`config.mk`:
```
export PLATFORM = sky130hd
export DESIGN_NAME = sim_boot_sequencer
export DESIGN_NICKNAME = d
export VERILOG_FILES = /design/src/rtl/sim_boot_sequencer.sv
export SDC_FILE = /design/constraint.sdc
export NUM_CORES = 1
export LEC_CHECK = 0
export CORE_ASPECT_RATIO = 1.1
export CORE_MARGIN = 1
export CORE_UTILIZATION = 44
export CTS_BUF_LIST = sky130_fd_sc_hd__clkbuf_2
export DETAILED_ROUTE_END_ITERATION = 16
export GPL_ROUTABILITY_DRIVEN = 0
export MAX_ROUTING_LAYER = met4
export PLACE_DENSITY = 0.69
export SKIP_LAST_GASP = 1
export SYNTH_ARGS = -nofsm -noshare
export SYNTH_HDL_FRONTEND = slang
export SYNTH_SLANG_ARGS = --single-unit
```
`constraint.sdc`:
```
create_clock -name sys_clk -period 3.3 [get_ports sys_clk]
set_input_delay 0.495 -clock sys_clk [delete_from_list [all_inputs] [get_ports sys_clk]]
set_output_delay 0.495 -clock sys_clk [all_outputs]
set_load 0.01 [all_outputs]
```
`src/rtl/sim_boot_sequencer.sv`:
```
// sim_boot_sequencer: boot-and-health sequencer for the bring-up harness.
// Latches an IP select, holds the DUT in reset, lets it settle, then counts
// activity edges on a set of monitored pad lines over a fixed run window and
// reports pass/fail. Supports per-line masking, abort and restart.

// Per-line conditioning: two-flop synchroniser plus one history flop.
module sim_boot_mon_sync (
    input  logic sys_clk,
    input  logic rst_n,
    input  logic mon,
    input  logic en,
    output logic hit
);
    // pipe[1:0] synchronise the pad, pipe[2] holds the previous synced sample
    logic [2:0] pipe;

    // Shift the pad value through the synchroniser and history stage
    always_ff @(posedge sys_clk or negedge rst_n) begin
        if (!rst_n) pipe <= '0;
        else        pipe <= {pipe[1:0], mon};
    end

    // Rising and falling edges both count; masked lines never report
    assign hit = (pipe[2] ^ pipe[1]) & en;
endmodule

module sim_boot_sequencer #(
    parameter int unsigned RST_HOLD_CYC = 10,
    parameter int unsigned SETTLE_CYC   = 100,
    parameter int unsigned RUN_CYC      = 1000,
    parameter int unsigned MIN_EDGES    = 4,
    parameter int unsigned SEL_W        = 3,
    parameter int unsigned NUM_MON      = 2,
    parameter int unsigned CNT_W        = 32
) (
    input  logic               sys_clk,
    input  logic               rst_n,
    input  logic               start_i,
    input  logic               abort_i,
    input  logic [SEL_W-1:0]   ip_sel_cfg_i,
    input  logic [NUM_MON-1:0] mon_mask_i,
    input  logic [NUM_MON-1:0] mon_i,
    output logic [SEL_W-1:0]   ip_sel_o,
    output logic               dut_rst_n_o,
    output logic               busy_o,
    output logic               pass_o,
    output logic               fail_o,
    output logic [2:0]         state_o,
    output logic [CNT_W-1:0]   edge_cnt_o,
    output logic [CNT_W-1:0]   cyc_cnt_o
);
    typedef enum logic [2:0] {
        IDLE   = 3'd0,
        HOLD   = 3'd1,
        SETTLE = 3'd2,
        RUN    = 3'd3,
        PASS   = 3'd4,
        FAIL   = 3'd5
    } state_t;

    // Cycle counts compare against "last cycle" values, so a window of N
    // cycles covers cyc_cnt 0..N-1.
    localparam logic [CNT_W-1:0] CNT_MAX     = '1;
    localparam logic [CNT_W-1:0] HOLD_LAST   = CNT_W'(RST_HOLD_CYC - 1);
    localparam logic [CNT_W-1:0] SETTLE_LAST = CNT_W'(SETTLE_CYC - 1);
    localparam logic [CNT_W-1:0] RUN_LAST    = CNT_W'(RUN_CYC - 1);
    localparam logic [CNT_W-1:0] MIN_CNT     = CNT_W'(MIN_EDGES);

    state_t             state, state_nxt;
    logic               start_ok;
    logic [NUM_MON-1:0] mask;
    logic [NUM_MON-1:0] hit;
    logic [CNT_W-1:0]   cyc_cnt;
    logic [CNT_W-1:0]   edge_cnt;
    logic [CNT_W:0]     sum_wide;
    logic [CNT_W-1:0]   edge_sum;

    // Number of lines that reported an edge this cycle
    function automatic logic [CNT_W:0] popcount(input logic [NUM_MON-1:0] v);
        logic [CNT_W:0] n;
        n = '0;
        for (int i = 0; i < NUM_MON; i++) n = n + (CNT_W+1)'(v[i]);
        return n;
    endfunction

    for (genvar g = 0; g < NUM_MON; g++) begin : g_mon
        sim_boot_mon_sync u_sync (
            .sys_clk (sys_clk),
            .rst_n   (rst_n),
            .mon     (mon_i[g]),
            .en      (mask[g]),
            .hit     (hit[g])
        );
    end

    // Running count including this cycle's edges, saturated. Used both to
    // update edge_cnt in RUN and to decide pass/fail on the last RUN cycle,
    // so edges landing on that final cycle still count.
    assign sum_wide = {1'b0, edge_cnt} + popcount(hit);
    assign edge_sum = sum_wide[CNT_W] ? CNT_MAX : sum_wide[CNT_W-1:0];

    // Next-state and state-decoded outputs; abort outranks window expiry
    always_comb begin
        state_nxt   = state;
        start_ok    = 1'b0;
        dut_rst_n_o = 1'b0;
        busy_o      = 1'b0;
        pass_o      = 1'b0;
        fail_o      = 1'b0;
        case (state)
            IDLE: begin
                if (start_i) begin
                    start_ok  = 1'b1;
                    state_nxt = HOLD;
                end
            end
            HOLD: begin
                busy_o = 1'b1;
                if (abort_i)                   state_nxt = FAIL;
                else if (cyc_cnt == HOLD_LAST) state_nxt = SETTLE;
            end
            SETTLE: begin
                dut_rst_n_o = 1'b1;
                busy_o      = 1'b1;
                if (abort_i)                     state_nxt = FAIL;
                else if (cyc_cnt == SETTLE_LAST) state_nxt = RUN;
            end
            RUN: begin
                dut_rst_n_o = 1'b1;
                busy_o      = 1'b1;
                if (abort_i)                  state_nxt = FAIL;
                else if (cyc_cnt == RUN_LAST) state_nxt = (edge_sum >= MIN_CNT) ? PASS : FAIL;
            end
            PASS: begin
                dut_rst_n_o = 1'b1;
                pass_o      = 1'b1;
                if (start_i) begin
                    start_ok  = 1'b1;
                    state_nxt = HOLD;
                end
            end
            FAIL: begin
                dut_rst_n_o = 1'b1;
                fail_o      = 1'b1;
                if (start_i) begin
                    start_ok  = 1'b1;
                    state_nxt = HOLD;
                end
            end
            default: state_nxt = IDLE;
        endcase
    end

    // State register
    always_ff @(posedge sys_clk or negedge rst_n) begin
        if (!rst_n) state <= IDLE;
        else        state <= state_nxt;
    end

    // Cycles spent in the current state; restarts on any change, saturates
    always_ff @(posedge sys_clk or negedge rst_n) begin
        if (!rst_n)                  cyc_cnt <= '0;
        else if (state_nxt != state) cyc_cnt <= '0;
        else if (cyc_cnt != CNT_MAX) cyc_cnt <= cyc_cnt + CNT_W'(1);
    end

    // Edge accumulator: cleared on start, only advances in RUN, frozen after
    always_ff @(posedge sys_clk or negedge rst_n) begin
        if (!rst_n)            edge_cnt <= '0;
        else if (start_ok)     edge_cnt <= '0;
        else if (state == RUN) edge_cnt <= edge_sum;
    end

    // Configuration is captured only on an accepted start and held until the next one
    always_ff @(posedge sys_clk or negedge rst_n) begin
        if (!rst_n) begin
            ip_sel_o <= '0;
            mask     <= '0;
        end else if (start_ok) begin
            ip_sel_o <= ip_sel_cfg_i;
            mask     <= mon_mask_i;
        end
    end

    assign state_o    = state;
    assign edge_cnt_o = edge_cnt;
    assign cyc_cnt_o  = cyc_cnt;
endmodule

```
Word-level counts from Yosys, hierarchy flattened
Cells that the tools add are included.
{ "totals": {"ff_bits": 78, "in_bits": 11, "elab_cells": 51, "output_inout_bits": 74} }
{ "classes": {"n_bitwise": 4, "n_mux": 20, "n_reduce_logical": 6, "add_sub_neg": 3, "magnitude_cmp": 1, "eq_ne": 10} }
{ "op_table": {"columns": ["operator", "count"], "rows": [
  ["$mux W32", 5],
  ["$add A32 B2 Y33", 1],
  ["$add A32 B1 Y32 const B", 1],
  ["$eq A32 B10 Y1 const B", 1],
  ["$eq A32 B4 Y1 const B", 1],
  ["$eq A32 B7 Y1 const B", 1],
  ["$ge A32 B3 Y1 const B", 1],
  ["$ne A32 B32 Y1 const B", 1],
  ["$mux W3", 7],
  ["$pmux W3 S4", 1],
  ["$mux W1", 7],
  ["$eq A3 B2 Y1 const B", 2],
  ["$eq A3 B3 Y1 const B", 2],
  ["$reduce_or A3 Y1", 2],
  ["$reduce_bool A2 Y1", 2],
  ["$reduce_or A4 Y1", 1],
  ["$eq A3 B1 Y1 const B", 1],
  ["$logic_not A3 Y1", 1],
  ["$ne A3 B3 Y1", 1],
  ["$add A1 B1 Y2", 1],
  ["$and A1 B1 Y1", 2],
  ["$xor A1 B1 Y1", 2]
]} }

Depth between registers and ports, before layout
Gate-level depths: netlist of run 1.
{ "logic_depth": {"ltp_word": 12, "ltp_mapped": 17, "depth_no_buf": 13} }

Cells and area by module
Synthesis of run 1 repeated with hierarchy kept, for this count alone.
{ "unflattened": {"hier_cells": 549, "hier_area_um2": 4747.1} }
{ "modules_own_cells": {"columns": ["mod", "area_each_um2", "cells_per_inst", "n_inst"], "rows": [
  ["sim_boot_sequencer", 4566.9, 539, 1],
  ["sim_boot_mon_sync", 90.1, 5, 2]
]} }

Least setup slack after synthesis of run 1
OpenSTA, ideal clock, no wires.
{ "synth_path": {"path_type": "register to register", "startpoint": "register g_mon[0].u_sync.pipe[1]", "endpoint": "register cyc_cnt[2] (netlist: cyc_cnt_o[2])", "t_arrival_ps": 3530, "setup_ps": 72, "path_slack_ps": -302, "t_required_ps": 3228, "stages_incl_launch_ff": 18, "cell_sequence": "dfrtp_1 xor2_1 nand2_1 fa_1 inv_1 ha_1 clkbuf_1 nand2_1 or4_1 buf_2 or2_4 or2_1 buf_2 a311o_1 o31a_1 o31a_4 buf_6 nor2_1"} }
{ "synth_between": {"elab_chain_cells": 12} }
{ "synth_rtl": {"columns": ["item", "line_no", "text"], "rows": [
  ["start, declared", "15", "logic [2:0] pipe;"],
  ["start signal, assigned", "20", "else pipe <= {pipe[1:0], mon};"],
  ["$xor A1 B1 Y1 (*)", "24", "assign hit = (pipe[2] ^ pipe[1]) & en;"],
  ["$and A1 B1 Y1 (*)", "24", null],
  ["$add A1 B1 Y2 (*)", "82", "for (int i = 0; i < NUM_MON; i++) n = n + (CNT_W+1)'(v[i]);"],
  ["$add A32 B2 Y33 (*)", "99", "assign sum_wide = {1'b0, edge_cnt} + popcount(hit);"],
  ["$mux W32 (*)", "100", "assign edge_sum = sum_wide[CNT_W] ? CNT_MAX : sum_wide[CNT_W-1:0];"],
  ["$ge A32 B3 Y1 (*)", "132", "else if (cyc_cnt == RUN_LAST) state_nxt = (edge_sum >= MIN_CNT) ? PASS : FAIL;"],
  ["$mux W1 (*)", "132", null],
  ["$mux W3 (*)", "132", null],
  ["$mux W3 (*)", "131", "if (abort_i) state_nxt = FAIL;"],
  ["$pmux W3 S4 (*)", "110", "case (state)"],
  ["$ne A3 B3 Y1 (*)", "163", "else if (state_nxt != state) cyc_cnt <= '0;"],
  ["$mux W32 or $reduce_bool A2 Y1 (tied branches)", null, null],
  ["end signal, assigned", "164", "else if (cyc_cnt != CNT_MAX) cyc_cnt <= cyc_cnt + CNT_W'(1);"],
  ["end, declared", "73", "logic [CNT_W-1:0] cyc_cnt;"]
]} }
Mark *: on every way between the ends. The rest lies on a longest branch, timed or not.
A chain may end at the register's enable or synchronous reset.

Final worst setup path of run 1
{ "layout_path": {"startpoint": "register g_mon[1].u_sync.pipe[2]", "endpoint": "register cyc_cnt[17] (netlist: cyc_cnt_o[17])"} }
{ "layout_between": {"elab_chain_cells": 12} }
{ "layout_rtl": {"columns": ["item", "line_no"], "rows": [
  ["start, declared", "15"],
  ["start signal, assigned", "20"],
  ["$xor A1 B1 Y1 (*)", "24"],
  ["$and A1 B1 Y1 (*)", "24"],
  ["$add A1 B1 Y2 (*)", "82"],
  ["$add A32 B2 Y33 (*)", "99"],
  ["$mux W32 (*)", "100"],
  ["$ge A32 B3 Y1 (*)", "132"],
  ["$mux W1 (*)", "132"],
  ["$mux W3 (*)", "132"],
  ["$mux W3 (*)", "131"],
  ["$pmux W3 S4 (*)", "110"],
  ["$ne A3 B3 Y1 (*)", "163"],
  ["$mux W32 or $reduce_bool A2 Y1 (tied branches)", null]
]} }
Marks and branches as above.

==> results of run 1 <==
[worst max-delay path: stages, from the launching register on]
cell,delay [ns]
dfrtp_1,0.43
xor2_1,0.14
nand2_1,0.09
fa_2,0.38
inv_2,0.07
ha_4,0.12
nand2_2,0.05
or4_4,0.43
or2_4,0.25
or2_4,0.26
a311o_1,0.31
o31a_1,0.25
o31a_4,0.16
clkbuf_16,0.19
nor2_4,0.09
[power breakdown]
group | internal, mW | total, mW | switching (mW)
Sequential | 1.01 | 1.09 | 0.0770
Clock | 0.331 | 0.711 | 0.380
Combinational | 0.360 | 0.787 | 0.427
[routing by layer]
metal,GRT usage,part of all wire,wire length [um]
met3,0.0410,0.053,702
met1,0.319,0.43,5680
met4,0.0899,0.021,276
met5,-,0,0
met2,0.402,0.50,6540
[final timing paths]
path / start / to / slack [ns] / cells after the start
max: g_mon[1].u_sync.pipe[2]$_DFF_PN0_ / cyc_cnt_o[17]$_DFFE_PN0P_ / 0.01 / 14
min: rst_n / edge_cnt_o[10]$_DFFE_PN0P_ / 0.05 / 1
max reg2reg: g_mon[1].u_sync.pipe[2]$_DFF_PN0_ / cyc_cnt_o[17]$_DFFE_PN0P_ / 0.01 / 14
min reg2reg: g_mon[0].u_sync.pipe[0]$_DFF_PN0_ / g_mon[0].u_sync.pipe[1]$_DFF_PN0_ / 0.40 / 0
max in group asynchronous: rst_n / edge_cnt_o[24]$_DFFE_PN0P_ / 2.61 / 1
min in group sys_clk: mon_i[1] / g_mon[1].u_sync.pipe[0]$_DFF_PN0_ / 0.34 / 1
[cells in the final DEF, fill, tap and decap left out, drive strengths merged, types with 4 or more instances in the layout]
| cell | count |
|---|---|
| clkdlybuf4s50 | 83 |
| dfrtp | 78 |
| nor2 | 72 |
| nand2 | 55 |
| xor2 | 30 |
| nand3 | 30 |
| buf | 27 |
| a21oi | 25 |
| o21ai | 23 |
| nand4 | 21 |
| and3 | 18 |
| nor3 | 15 |
| a311oi | 14 |
| xnor2 | 13 |
| nor4 | 13 |
| inv | 12 |
| and4 | 11 |
| a31oi | 10 |
| clkbuf | 10 |
| ha | 6 |
| and2 | 5 |
| or2 | 5 |
| nand2b | 4 |
| o211ai | 4 |
[through the flow]
step / utilization / hold WS [ns] / power (mW) / cells / setup TNS (ns)
floorplan: - / 0.199 / 1.49 / 547 / -3.94
global placement: 0.552 / 0.348 / 1.73 / 763 / 0
detailed placement: 0.552 / 0.336 / 1.74 / 763 / -0.0653
CTS: 0.572 / 0.0832 / 2.47 / 782 / -0.121
global route: 0.588 / 0.0894 / 2.71 / 785 / -2.69
finish: 0.588 / 0.0468 / 2.58 / 785 / 0
[timing repair]
action,in CTS,in global routing
hold buffers,0,0
buffers inserted,3,2
setup endpoints to repair,31,48
gates cloned,0,1
pin swaps,0,10
gates resized for setup,4,33
[registers in the layout, summed over array words and instances (netlist names)]
signal,flops
cyc_cnt_o,32
edge_cnt_o,32
g_mon.u_sync.pipe,6
ip_sel_o,3
state_o,3
mask,2
[cells in the mapped netlist, drive strengths merged (3+ instances only)]
master and n:
ha 6, o21ai 23, o211ai 4, or2 5, and4 11, nor4 13, nand3 30, xnor2 13
buf 9, or3 3, inv 10, nor3 15, a31oi 10, xor2 30, nand4 21, o21bai 3
o21a 3, nand2 55, a311oi 14, and2 5, a211oi 3, and3 18, nor2 72, clkbuf 23
or4 3, nand2b 4, dfrtp 78, a21oi 25
[area by class of cell]
class / instances / share of cell area
multi-input combinational: 427 / 0.444
sequential: 78 / 0.318
timing repair buffer: 111 / 0.176
tap: 143 / 0.0291
clock inverter: 7 / 0.0196
clock buffer: 9 / 0.00734
inverter: 10 / 0.00611
[logic make-up after synthesis]
| kind of cell | count (synthesis) | share of synthesized area |
|---|---|---|
| mux | 2 | 0.00423 |
| xor+xnor | 43 | 0.0797 |
| fa+ha+maj | 7 | 0.0201 |
| buf+inv | 42 | 0.0394 |
| flops | 78 | 0.413 |
| simple gates | 262 | 0.279 |
| compound gates | 113 | 0.165 |
==> results.cfg, run 1 <==
[synthesis]
synth_nets = 565
yosysSeqAreaShare = 0.413
netlist_instances = 547
yosysUniqueCellTypes = 62
synthFlopType = dfrtp_1
synth.avg_cell_area_um2 = 8.64
ys_warn_count = 0
syn-cell-area_um2 = 4730
synth_top_area_cell = dfrtp_1
yosysTopAreaCellShare = 0.413
synth_edf_count = 0
ys_ff_latch = 78
synthArstFlopShare = 1.00
synth_area_leaders = dfrtp_1, nor2_1, xor2_1, nand2_1, nand3_1

[timing]
tightest_slew_ns = 0.993
period_share = 0.996
fin_worst_skew_ns = 0.0249
hold_viol = 0
finalCriticalPeriod_ns = 3.29
rsz0062_at_grt = yes
setup_ws_ns = 0.0131
slew_headroom = 0.338
clock.fmax_mhz = 304
setup_viol = 0
drv_slew = 0

[floorplanning]
coreArea_um2 = 10400
die_w_um = 101
rows = 39
io_pins = 85
start_util = 0.453
chipHeight_um = 111
die-area_um2 = 11200

[global_routing]
grt_overflow_total = 0
track_usage = 0.250
grt_antenna_before_repair = 0
grt_max_degree = 79
grt_pass1_vias = 4474
grt_pass1_wl_um = 21700

[setup_path]
crit_fanout = 8
path_class = reg2reg
start_kind = register
cp-end-kind = register
cp.arrival_ns = 3.80
worstPathRequired_ns = 3.82

[clock_network]
numClockSinks = 78
clock_tree.htree_level_count = 3
clkLatencyLatePin_ns = 0.56
cts_buffer_depth = 2
cts_root_buffer = clkbuf_2
cts_tree = yes
clkSlewWorstSetupHoldPaths_ns = 0.24
cts_buffers = 9

[flow_run]
cap_violations = 0

[finish]
drive_gt1_frac = 0.121
seq_area_um2 = 1950
areaGrowthSynthToFinish_pct = 29.8
multi_input_area_um2 = 2730
fin_area_um2 = 6140
filler_cell_count = 989
antenna_cells = 0
fin_nets = 655

[power]
p_leak_nw = 2.48
power_density_nw_per_um2 = 421
peakVddDrop_uv = 316

[worst_hold_path]
hold_path.class = in2async

[detailed_routing]
wl_um = 13200
drtIter0Drc = 239
vias_per_cell = 5.87
ant_nets = 0
firstDrtPassIters = 4
dr_total_vias = 4606
drc = 0
wire_per_inst_um = 16.8

[place]
pre_cts_ws_ns = -0.0317
dp_hpwl_um = 9050
placed_area_um2 = 5770
port_buffers = 84

[run_status]
status = completed
(Power assumes the default switching activity.)
==> run 2: changes to the inputs <==
- SLEW_MARGIN: default -> 15
==> results of run 2 <==
Final layout, timing and power as in run 1 (identical DEF).
